## src/rtl/layer_output_serializer.sv

```systemverilog
// Layer output serializer: captures the NN parallel neuron results of one layer
// into a capture bank, then streams them one word per cycle from a send bank so
// collection of the next frame overlaps streaming of the current one.
module layer_output_serializer #(
  parameter int NN        = 30,
  parameter int dataWidth = 16
) (
  input  logic                    clk,
  input  logic                    rst,
  input  logic [NN-1:0]           i_valid,
  input  logic [NN*dataWidth-1:0] i_data,
  input  logic                    clr_overrun,
  output logic                    x_valid,
  output logic [dataWidth-1:0]    x_data,
  output logic                    x_last,
  output logic                    busy,
  output logic                    overrun
);

  localparam int IW = (NN > 1) ? $clog2(NN) : 1;
  localparam logic [IW-1:0] LAST_IDX = IW'(NN - 1);

  typedef enum logic [0:0] {
    ST_IDLE = 1'b0,
    ST_SEND = 1'b1
  } state_t;

  state_t                       r_state;
  state_t                       w_state_nxt;
  logic [NN-1:0][dataWidth-1:0] r_cap;
  logic [NN-1:0][dataWidth-1:0] r_bank;
  logic [NN-1:0]                r_mask;
  logic [IW-1:0]                r_idx;
  logic                         r_x_valid;
  logic [dataWidth-1:0]         r_x_data;
  logic                         r_x_last;
  logic                         r_busy;
  logic                         r_overrun;

  logic [IW-1:0]                w_idx_nxt;
  logic [IW-1:0]                w_idx_inc;
  logic                         w_x_valid_nxt;
  logic [dataWidth-1:0]         w_x_data_nxt;
  logic                         w_full;
  logic                         w_at_last;
  logic                         w_xfer;
  logic [NN-1:0]                w_take;
  logic [NN-1:0]                w_mask_nxt;
  logic                         w_drop;

  // Transfer happens when the capture bank is complete and the sender is idle
  // or presenting its final word, so back-to-back frames have no bubble.
  assign w_full    = &r_mask;
  assign w_at_last = (r_idx == LAST_IDX);
  assign w_xfer    = w_full && ((r_state == ST_IDLE) || ((r_state == ST_SEND) && w_at_last));
  assign w_idx_inc = r_idx + {{(IW-1){1'b0}}, 1'b1};

  // A strobe is taken into an empty slot, or into any slot on a transfer edge
  // (that strobe belongs to the next frame); otherwise it is dropped.
  assign w_take     = i_valid & (w_xfer ? {NN{1'b1}} : ~r_mask);
  assign w_drop     = (|(i_valid & r_mask)) && !w_xfer;
  assign w_mask_nxt = (w_xfer ? {NN{1'b0}} : r_mask) | w_take;

  // Send FSM next-state and next serial-output values.
  always_comb begin
    w_state_nxt   = r_state;
    w_idx_nxt     = r_idx;
    w_x_valid_nxt = r_x_valid;
    w_x_data_nxt  = r_x_data;
    case (r_state)
      ST_IDLE: begin
        if (w_xfer) begin
          w_state_nxt   = ST_SEND;
          w_idx_nxt     = {IW{1'b0}};
          w_x_data_nxt  = r_cap[0];
          w_x_valid_nxt = 1'b1;
        end else begin
          w_x_valid_nxt = 1'b0;
        end
      end
      ST_SEND: begin
        if (w_xfer) begin
          w_state_nxt   = ST_SEND;
          w_idx_nxt     = {IW{1'b0}};
          w_x_data_nxt  = r_cap[0];
          w_x_valid_nxt = 1'b1;
        end else if (w_at_last) begin
          w_state_nxt   = ST_IDLE;
          w_x_valid_nxt = 1'b0;
        end else begin
          w_idx_nxt     = w_idx_inc;
          w_x_data_nxt  = r_bank[w_idx_inc];
          w_x_valid_nxt = 1'b1;
        end
      end
      default: begin
        w_state_nxt   = ST_IDLE;
        w_idx_nxt     = {IW{1'b0}};
        w_x_valid_nxt = 1'b0;
      end
    endcase
  end

  // FSM state, send index and registered serial outputs.
  always_ff @(posedge clk) begin
    if (!rst) begin
      r_state   <= ST_IDLE;
      r_idx     <= {IW{1'b0}};
      r_x_valid <= 1'b0;
      r_x_data  <= {dataWidth{1'b0}};
      r_x_last  <= 1'b0;
      r_busy    <= 1'b0;
    end else begin
      r_state   <= w_state_nxt;
      r_idx     <= w_idx_nxt;
      r_x_valid <= w_x_valid_nxt;
      r_x_data  <= w_x_data_nxt;
      r_x_last  <= (w_state_nxt == ST_SEND) && (w_idx_nxt == LAST_IDX);
      r_busy    <= (w_state_nxt == ST_SEND);
    end
  end

  // Capture bank, capture mask and send bank.
  always_ff @(posedge clk) begin
    if (!rst) begin
      r_mask <= {NN{1'b0}};
      r_cap  <= '0;
      r_bank <= '0;
    end else begin
      r_mask <= w_mask_nxt;
      if (w_xfer) begin
        r_bank <= r_cap;
      end
      for (int k = 0; k < NN; k++) begin
        if (w_take[k]) begin
          r_cap[k] <= i_data[k*dataWidth +: dataWidth];
        end
      end
    end
  end

  // Sticky overrun flag; a new drop wins over a clear on the same edge.
  always_ff @(posedge clk) begin
    if (!rst) begin
      r_overrun <= 1'b0;
    end else if (w_drop) begin
      r_overrun <= 1'b1;
    end else if (clr_overrun) begin
      r_overrun <= 1'b0;
    end
  end

  assign x_valid = r_x_valid;
  assign x_data  = r_x_data;
  assign x_last  = r_x_last;
  assign busy    = r_busy;
  assign overrun = r_overrun;

endmodule

```

## config.mk

```make
export PLATFORM = sky130hd
export DESIGN_NAME = layer_output_serializer
export DESIGN_NICKNAME = d
export VERILOG_FILES = /design/src/rtl/layer_output_serializer.sv
export SDC_FILE = /design/constraint.sdc
export NUM_CORES = 2
export LEC_CHECK = 0
export ABC_AREA = 1
export CAP_MARGIN = 10
export CORE_ASPECT_RATIO = 0.9
export CORE_UTILIZATION = 35
export DETAILED_ROUTE_END_ITERATION = 10
export HOLD_SLACK_MARGIN = 0.06
export SLEW_MARGIN = 10
export SYNTH_ARGS = -nofsm -noshare
export SYNTH_HDL_FRONTEND = slang
export SYNTH_SLANG_ARGS = --single-unit
```

## constraint.sdc

```tcl
create_clock -name clk -period 1.93 [get_ports clk]
set_input_delay 0.2895 -clock clk [delete_from_list [all_inputs] [get_ports clk]]
set_output_delay 0.2895 -clock clk [all_outputs]
set_load 0.02 [all_outputs]
```

==> impl_metrics.yaml <==
outcome:
  status: "complete, but fails checks"
  violations: "setup timing"
cts:
  htree_levels: 3
  cts_tree: "done"
  cts-root-buf: "clkbuf_16"
  cts.sinks: 1014
  cts_buffer_depth: 3
  cts_buffers: 108
  clk_pin_slew_ns: 0.07
  clk-insertion-delay-late_ns: 0.71
worst_setup_path:
  startpoint_type: "flop"
  r2r_end: "x_data[1]"
  cp_max_fo: 16
  crit_required_ns: 2.58
  worst_setup_path_end_kind: "flop"
  reg2reg_slack_ns: -0.23
  crit_arrival_ns: 2.81
  ff2ff_path_depth: 12
  r2r_start: "r_idx[1]"
  worstSetupPathType: "reg -> reg"
grt:
  grt_max_degree: 145
  grt_usage_pct: 25.8
  grt_pass1_wl_um: 235000
  grt-ovfl-total: 0
  antenna_found_initial: 8
  grt_pass1_vias: 38400
sta:
  fin_skew_ns: 0.0340
  finalHoldViolCount: 0
  drv_slew: 0
  layout_min_cycle_time_ns: 2.16
  setup_ws_ns: -0.230
  setup_viol: 953
  rsz0062_at_grt: "yes"
  fin_crit_sh_pct: 112
  fmax_ghz: 0.463
  tightest_slew_ns: 0.627
  fin_setup_tns_ns: -71.30
  relSlewSlack_pct: 58.2
power:
  power_density_nw_per_um2: 838
  seq_power_share_pct: 45.5
  p_int_uw: 37300
  p_sw_uw: 12000
  switching_share_pct: 24.4
  combPwrFrac_pct: 10.0
  max-vdd-ir-drop_uv: 643
  pwr-share-clk_pct: 44.5
  leakage_uw: 0.0243
hold_path:
  hold_class: "in -> reg"
  hold_start: "i_data[415]"
  hold-path-endpoint: "r_cap[415]"
  hold_path_depth: 3
floorplan:
  die_area_um2: 119000
  coreArea_um2: 117000
  die_y_um: 327
  ioPinCount: 533
  die_w_um: 364
  start_util_pct: 35.2
  rows: 119
detailed_routing:
  antenna_left: 0
  drt_iter0_markers: 4106
  drc: 0
  drt_wl_total_um: 164000
  vias: 41400
  wl_per_cell_um: 20.6
  first_pass_iters: 8
  vias_per_cell: 5.20
placement:
  portBuffers: 532
  dp_hpwl_um: 109000
  gp_congestion: 0.882
synthesis:
  synth-seq-cells: 1014
  synthesis.area_um2: 41200
  avgSynthCellArea_um2: 7.29
  yosys_warnings: 0
  syn-num-nets: 6165
  synth_cell_types: 24
  syn_inst: 5650
  yosysSeqAreaShare_pct: 49.3
final_layout:
  fin_util_pct: 50.4
  synthToLayoutAreaGrowth_pct: 43.0
  layout-drive-gt1-share_pct: 18.4
  nNetsFinal: 6822
job:
  max_cap_violations: 0
final cells by class:
class / count / area [um^2]
fill: 11100 / 58000
multi-input combinational: 4069 / 20900
sequential: 1014 / 20300
timing repair buffer: 980 / 11400
clock buffer: 150 / 3100
tap: 1573 / 1970
clock inverter: 45 / 619
inverter: 133 / 571
timing repair inverter: 1 / 16.3
antenna: 1 / 2.50
state kept, by name, indices dropped and copies added, names as in the netlist:
name and flops:
x_data 16, x_last 1, r_mask 30, r_cap 480, overrun 1, r_idx 5, r_bank 480, busy 1
metal layers:
layer	share of wire (%)	track usage [%]	vias to the layer above
met3	7.4	4.95	230
met5	0.046	0	-
met4	2.5	6.85	12
li1	-	-	20000
met1	45	36.2	19700
met2	45	40.1	1464
power groups by stage:
stage,Combinational [uW],Sequential (uW),Clock [uW]
3_3_place_gp,4200,22800,0
3_5_place_dp,4240,22900,0
2_1_floorplan,2030,22600,0
4_1_cts,4580,22400,22200
6_report,4920,22500,21900
5_1_grt,5320,22500,23100
repair_timing:
action / CTS / global route
gates cloned: 34 / 37
gates resized for setup: 370 / 581
pin swaps: 38 / 150
buffers inserted: 31 / 19
hold endpoints to repair: 24 / 0
endpoints found under the setup margin: 1032 / 1024
hold buffers: 1 / 0
layout by cell type (no fill, tap or decap), drive strengths merged, types with 11 or more instances in the layout:
master / instances
a211oi: 80
a21oi: 516
a22o: 11
buf: 418
bufinv: 14
clkbuf: 176
clkdlybuf4s50: 513
clkinv: 21
dfxtp: 1014
dlygate4sd2: 15
inv: 134
nand2: 745
nand3: 459
nor2: 1416
o21ai: 837
worst max path at each step:
stage,depth (start not counted),from,to,slack [ns]
after floorplan,13,r_idx[1],x_data[4],0.005
after global placement,10,r_mask[29],r_mask[18],-0.64
after detailed placement,10,r_mask[29],r_mask[18],-0.61
after CTS,14,r_mask[29],r_cap[14],-0.24
after global routing,14,r_mask[3],r_bank[375],-0.23
final,12,r_idx[1],x_data[1],-0.23
synth_stat cells:
library cell / instances / share of area [%]
nor2_1: 1416 / 13
dfxtp_1: 1014 / 49
nand2_1: 684 / 6.2
o21ai_0: 653 / 7.9
a21oi_1: 516 / 6.3
nand3_1: 458 / 5.6
clkbuf_1: 299 / 2.7
o21ai_1: 184 / 2.2
inv_1: 120 / 1.1
buf_2: 102 / 1.2
a211oi_2: 67 / 2.0
nand2_2: 29 / 0.44
nand2_4: 23 / 0.63
buf_4: 21 / 0.38
buf_1: 16 / 0.15
a211oi_1: 13 / 0.24
a22o_1: 11 / 0.23
inv_2: 10 / 0.091
buf_6: 5 / 0.14
clkinv_1: 3 / 0.027
ha_1: 2 / 0.061
nand4_1: 2 / 0.030
nand3_2: 1 / 0.024
xor2_1: 1 / 0.021
through the flow:
step	hold slack, ns	power, uW	area [um^2]	std cells	worst slack, ns
after detailed placement	0.455	27100	50100	7656	-0.607
after floorplan	0.436	24700	41200	5650	0.00451
final	0.175	49300	58900	7966	-0.230
after global placement	0.449	27000	50100	7656	-0.639
after global routing	0.162	50900	58900	7966	-0.235
after CTS	0.136	49200	56100	7915	-0.236
critical path: stages, from the launching register on:
cell,delay (ns)
dfxtp_2,0.32
buf_4,0.15
ha_4,0.17
inv_1,0.08
nand2_1,0.11
nand2_4,0.14
buf_12,0.18
nand3_1,0.18
nand3_1,0.18
nand3_1,0.26
nand2_1,0.14
nand2_1,0.05
a21oi_1,0.13
kinds of logic (layout without fill, tap and decap cells):
group / Yosys count / after routing / synth area share, %
compound gates: 1444 / 1444 / 18.9
xor+xnor: 1 / 1 / 0.0213
fa+ha+maj: 2 / 2 / 0.0608
buf+inv: 576 / 1309 / 5.84
flops: 1014 / 1014 / 49.3
other cells: 0 / 1 / 0
simple gates: 2613 / 2622 / 25.8
(Power assumes the default switching activity.)
